`src/rtl/ram_arbiter_2p.sv`:
```
// Two-port round-robin arbiter in front of a single-port synchronous RAM.
// Read data is returned to the issuing port through a READ_LATENCY-deep tag pipe.
module ram_arbiter_2p #(
   parameter int W_ADDR       = 13,
   parameter int W_DATA       = 16,
   parameter int READ_LATENCY = 1
) (
   input  logic              clk,
   input  logic              rst,
   input  logic [1:0]        Req,
   input  logic [1:0]        Wr,
   input  logic [W_ADDR-1:0] Addr0,
   input  logic [W_ADDR-1:0] Addr1,
   input  logic [W_DATA-1:0] WData0,
   input  logic [W_DATA-1:0] WData1,
   output logic [1:0]        Grant,
   output logic [1:0]        RValid,
   output logic [W_DATA-1:0] RData,
   output logic [W_ADDR-1:0] RamAddress,
   output logic [W_DATA-1:0] RamDataIn,
   output logic              RamWrEn,
   input  logic [W_DATA-1:0] RamDataOut,
   output logic              DbgPrio
);

   // Handshake: Req[p] is valid, Grant[p] is ready; the access transfers at the
   // rising edge where both are high. While Req[p]=1 and Grant[p]=0 the
   // requester holds Wr[p], Addr/WData of port p stable.

   if (READ_LATENCY < 1 || READ_LATENCY > 2) begin : g_bad_latency
      $error("ram_arbiter_2p: READ_LATENCY must be 1 or 2");
   end

   logic       prio;
   logic [1:0] grant;
   logic       gidx;
   logic       rd_push;
   logic       tag_v [READ_LATENCY];
   logic       tag_p [READ_LATENCY];

   // Reset forces no grant so the RAM sees only idle cycles.
   always_comb begin
      grant = 2'b00;
      if (rst) begin
         case (Req)
            2'b01:   grant = 2'b01;
            2'b10:   grant = 2'b10;
            2'b11:   grant = prio ? 2'b10 : 2'b01;
            default: grant = 2'b00;
         endcase
      end
   end

   assign gidx    = grant[1];
   assign Grant   = grant;
   assign rd_push = (|grant) & ~Wr[gidx];

   always_ff @(posedge clk or negedge rst) begin
      if (!rst) begin
         prio <= 1'b0;
      end else if (|grant) begin
         prio <= ~gidx;
      end
   end

   // Tag stage i holds the read issued i+1 edges ago; the last stage lines up
   // with the RAM output.
   always_ff @(posedge clk or negedge rst) begin
      if (!rst) begin
         for (int i = 0; i < READ_LATENCY; i++) begin
            tag_v[i] <= 1'b0;
            tag_p[i] <= 1'b0;
         end
      end else begin
         tag_v[0] <= rd_push;
         tag_p[0] <= gidx;
         for (int i = 1; i < READ_LATENCY; i++) begin
            tag_v[i] <= tag_v[i-1];
            tag_p[i] <= tag_p[i-1];
         end
      end
   end

   assign RValid  = {tag_v[READ_LATENCY-1] &  tag_p[READ_LATENCY-1],
                     tag_v[READ_LATENCY-1] & ~tag_p[READ_LATENCY-1]};
   assign RData   = RamDataOut;
   assign DbgPrio = prio;

   always_comb begin
      RamAddress = '0;
      RamDataIn  = '0;
      RamWrEn    = 1'b0;
      if (grant[0]) begin
         RamAddress = Addr0;
         RamDataIn  = WData0;
         RamWrEn    = Wr[0];
      end else if (grant[1]) begin
         RamAddress = Addr1;
         RamDataIn  = WData1;
         RamWrEn    = Wr[1];
      end
   end

endmodule

```
`config.mk`:
```
export PLATFORM = sky130hd
export DESIGN_NAME = ram_arbiter_2p
export DESIGN_NICKNAME = d
export VERILOG_FILES = /design/src/rtl/ram_arbiter_2p.sv
export SDC_FILE = /design/constraint.sdc
export NUM_CORES = 1
export LEC_CHECK = 0
export ABC_CLOCK_PERIOD_IN_PS = 1100
export CORE_AREA = 2 2 63 65
export CTS_BUF_LIST = sky130_fd_sc_hd__clkbuf_4 sky130_fd_sc_hd__clkbuf_8
export CTS_CLUSTER_DIAMETER = 200
export DETAILED_ROUTE_END_ITERATION = 6
export DIE_AREA = 0 0 65 67
export PLACE_DENSITY = 0.8
export SYNTH_ARGS = -nofsm -noshare
export SYNTH_HDL_FRONTEND = slang
export SYNTH_SLANG_ARGS = --single-unit
```
`constraint.sdc`:
```
create_clock -name clk -period 1.1 [get_ports clk]
set_input_delay 0.165 -clock clk [delete_from_list [all_inputs] [get_ports clk]]
set_output_delay 0.165 -clock clk [all_outputs]
set_load 0.02 [all_outputs]
```
---- Word-level counts from Yosys, hierarchy flattened ----
Cells that the tools add are included.
operators by class
  equality and inequality tests ........... 3
  bitwise operators ....................... 6
  order comparisons ....................... 1
  reductions and logical operators ........ 1
  mux-type cells .......................... 11
operator list
  operator                                                                      count
  16-bit 2-to-1 mux                                                             2
  13-bit 2-to-1 mux                                                             2
  2-bit one-hot mux with 3 select lines                                         1
  2-bit equality test, second input constant                                    2
  1-bit 2-to-1 mux                                                              4
  2-bit 2-to-1 mux                                                              2
  1-bit AND                                                                     3
  1-bit inverter                                                                3
  2-bit by 1-bit equality test with 1-bit output, second input constant         1
  1-bit by 2-bit less-than comparator with 1-bit output, second input constant  1
  2-bit OR reduction                                                            1
word-level totals
  output and inout port bits .............. 51
  logic and storage cells ................. 25
  bits of input ports ..................... 80
  register bits after elaboration ......... 3

---- Longest topological paths before layout ----
  depth in word-level cells ............... 7
  gate-level depth with buffers ........... 4
  depth with buffers taken out ............ 3

---- Least setup slack after synthesis ----
OpenSTA, ideal clock, no wires.
  path kind ............................... reg2out
  start point ............................. reg prio (netlist: DbgPrio)
  end point ............................... out RamAddress[0]
  cell stages (with the launch flop) ...... 5
  setup slack ............................. -0.254 ns
  path buffers ............................ 1
  arrival time ............................ 1.189 ns
  required time ........................... 0.935 ns
  path through ............................ dfrtp_1 > nand2_1 > nand2_2 > buf_2 > o22ai_1
between the ends
  word-level cells in the longest chain between the ends .. 5
ends and longest elaborated chain
  element                                  line  text
  start, declared                          34    logic prio;
  start signal, assigned                   62    prio <= ~gidx;
  2-bit 2-to-1 mux *                       48    2'b11: grant = prio ? 2'b10 : 2'b01;
  2-bit one-hot mux with 3 select lines *  45    case (Req)
  2-bit 2-to-1 mux *                       44    if (rst) begin
  13-bit 2-to-1 mux                        97    end else if (grant[1]) begin
  13-bit 2-to-1 mux *                      93    if (grant[0]) begin
  end, declared                            19    output logic [W_ADDR-1:0] RamAddress,
Every way passes the cells marked *; elsewhere a longest branch is shown, timed or not.

---- Final worst setup path ----
  start point ............................. reg prio (netlist: DbgPrio)
  end point ............................... out RamDataIn[3]
between the ends
  word-level cells in the longest chain between the ends .. 5
ends and longest elaborated chain
  element                                  line  text
  2-bit 2-to-1 mux *                       48
  2-bit one-hot mux with 3 select lines *  45
  2-bit 2-to-1 mux *                       44
  16-bit 2-to-1 mux                        97
  16-bit 2-to-1 mux *                      93
  end, declared                            20    output logic [W_DATA-1:0] RamDataIn,
Marks and branches as above.

==> impl_metrics.json <==
{
  "grt_max_degree": 36,
  "ys_async_sr_fraction_pct": 100.0,
  "clockRootBuffer": "clkbuf_8",
  "synth_edf_count": 0,
  "setup-violations-final": 33,
  "period_needed_ns": 1.498,
  "rsz0062_at_grt": "true",
  "clock_latency_ns": 0.22,
  "drt-initial-drc-count": 36,
  "first_pass_iters": 4,
  "cts_buffers": 3,
  "die-height_microns": 67,
  "setup_slack_ns": -0.3975,
  "ios": 131,
  "antenna_found_initial": 0,
  "track_usage_pct": 16.13,
  "cts_max_level": 1,
  "remaining_drc_errors": 0,
  "cp_max_fo": 7,
  "violations": "negative setup slack",
  "cts_hold_buf": 0,
  "power.total_uw": 1699,
  "finalHoldViolCount": 0,
  "end_kind": "output port",
  "crit_type": "flip-flop to output port",
  "cap_violations": 0,
  "nNetsFinal": 303,
  "power_leakage_uw": 0.0008865,
  "grt.overflow.total": 0,
  "timing.hold.ws_ns": 0.1208,
  "synth_top_area_share_pct": 29.56,
  "synth_area_leaders": "nand2_1, o22ai_1, buf_4",
  "gp_congestion": 0.6733,
  "worst_path_largest_cell_delay_ns": 0.42,
  "grt_pass1_wl_microns": 5388,
  "synth_ff_type": "dfrtp_1",
  "seqCellArea_sq_um": 76.32,
  "synthesis.instances": 135,
  "powerDensity_nw_per_um2": 770.9,
  "fin_crit_sh_pct": 136.1,
  "cp_data_required_time_ns": 0.94,
  "viasPerCell": 4.707,
  "grt_pass1_vias": 1161,
  "cts_sinks": 3,
  "initial_core_util_pct": 21.48,
  "yosysSeqAreaShare_pct": 9.693,
  "area_growth_syn_to_layout_pct": 184.5,
  "synth_area_sq_um": 774.5,
  "place_hpwl_microns": 2675,
  "nFillCells": 302,
  "ys_types": 17,
  "crit_chain": "o21ai_4, buf_12, buf_12, o22ai_2, buf_6",
  "max_slew_margin_pct": 84.67,
  "ys_seq_elements": 3,
  "cp_slowest_cell": "dfrtp_2",
  "hold_class": "input port to async pin",
  "avgSynthCellArea_sq_um": 5.737,
  "ant_nets": 0,
  "dieArea_sq_um": 4355,
  "clk_pin_slew_worst_paths_ns": 0.03,
  "yosysWarningCount": 0,
  "critPathBufInv": 3,
  "rows": 22,
  "synth_top_cell_by_area": "nand2_1",
  "die_w_microns": 65,
  "drive_gt1_share_pct": 40.54,
  "wl_per_cell_microns": 13.14,
  "core_sq_um": 3606,
  "place_area_sq_um": 2017,
  "drv_slew": 0,
  "setup_tns_ns": -11.96,
  "cts_tree": "done",
  "wl_microns": 3547,
  "vdd_ir_drop_max_mv": 0.3563,
  "fmax_mhz": 667.8,
  "postLayoutCellArea_sq_um": 2203,
  "cpMostUsedCell": "buf_12",
  "synth_fp_nets": 215,
  "clock_path_buffers": 2,
  "via_count": 1271,
  "arrival_ns": 1.33,
  "startpoint_type": "flip-flop",
  "tightestPinTransition_ns": 0.2292,
  "portBuffers": 98,
  "multi_input_area_sq_um": 785.8,
  "cp_top_family": "flip-flops",
  "synth.most_common_cell": "nand2_1",
  "synth_commonest_cells": "nand2_1, o22ai_1, buf_4",
  "outcome": "finished, violations left",
  "skew_ns": 0.004728,
  "n_antenna_cell": 0
}
-- final timing paths --
check | start | end | slack, ns | cells past startpoint
min in group clk | RamDataOut[1] | RData[1] | 0.33 | 0
worst max register to register | DbgPrio | tag_v | -0.05 | 4
worst min-delay path | rst | tag_v | 0.12 | 3
worst min register to register | DbgPrio | DbgPrio | 0.63 | 2
max in group asynchronous | rst | DbgPrio | 0.86 | 3
worst max-delay path | DbgPrio | RamDataIn[3] | -0.40 | 5
-- tightest hold or removal path: stages --
cell and delay (ns):
buf_2 0.14, buf_12 0.19, buf_4 0.16
-- kinds of logic (layout without fill, tap and decap cells) --
logic type | count (synthesis) | after routing | synth area share, %
simple gates | 67 | 67 | 33.77
flops | 3 | 3 | 9.693
buf+inv | 31 | 118 | 27.62
compound gates | 34 | 34 | 28.92
-- per-layer routing --
metal	track usage, %	wire, microns
met5	0	0
met4	6.915	69
met1	15.21	1229
met3	5.574	458
met2	31.31	1789
-- flip-flops by register name (all words and copies together) (netlist names) --
name / count
tag_p: 1
tag_v: 1
DbgPrio: 1
-- cells in the final DEF (no fill, tap or decap), types with 2 or more instances in the layout --
master / count
clkbuf_8: 3
dlygate4sd2_1: 2
dfrtp_1: 2
buf_6: 33
nand2_1: 61
buf_4: 5
buf_12: 7
buf_2: 3
o22ai_4: 13
o22ai_2: 17
clkdlybuf4s50_1: 60
-- through the flow --
stage	util [%]	setup slack, ns	cells
after detailed placement	55.93	-0.9194	263
after floorplan	-	-0.1092	135
after global routing	61.10	-0.4353	270
after CTS	61.76	-0.4247	271
final	61.10	-0.3975	270
after global placement	55.93	-0.8903	263
-- power breakdown --
part / internal [uW] / switching (uW)
sequential: 125 / 12.4
combinational: 666 / 540
clock: 272 / 82.0
-- cell type report --
| class | count | share of cell area (%) |
|---|---|---|
| Timing Repair Buffer | 112 | 55.59 |
| Sequential cell | 3 | 3.464 |
| Clock buffer | 4 | 2.215 |
| Tap cell | 48 | 2.726 |
| Multi-Input combinational cell | 101 | 35.66 |
| Inverter | 2 | 0.3407 |
-- timing repair --
action                     CTS  global route
gates resized for setup    218             1
setup buffers                2             0
hold endpoints to repair     0             0
setup endpoints to repair   37            34
pin swaps                   16             1
cloned                       2             0
No activity file was read; power rests on OpenSTA's default activity.
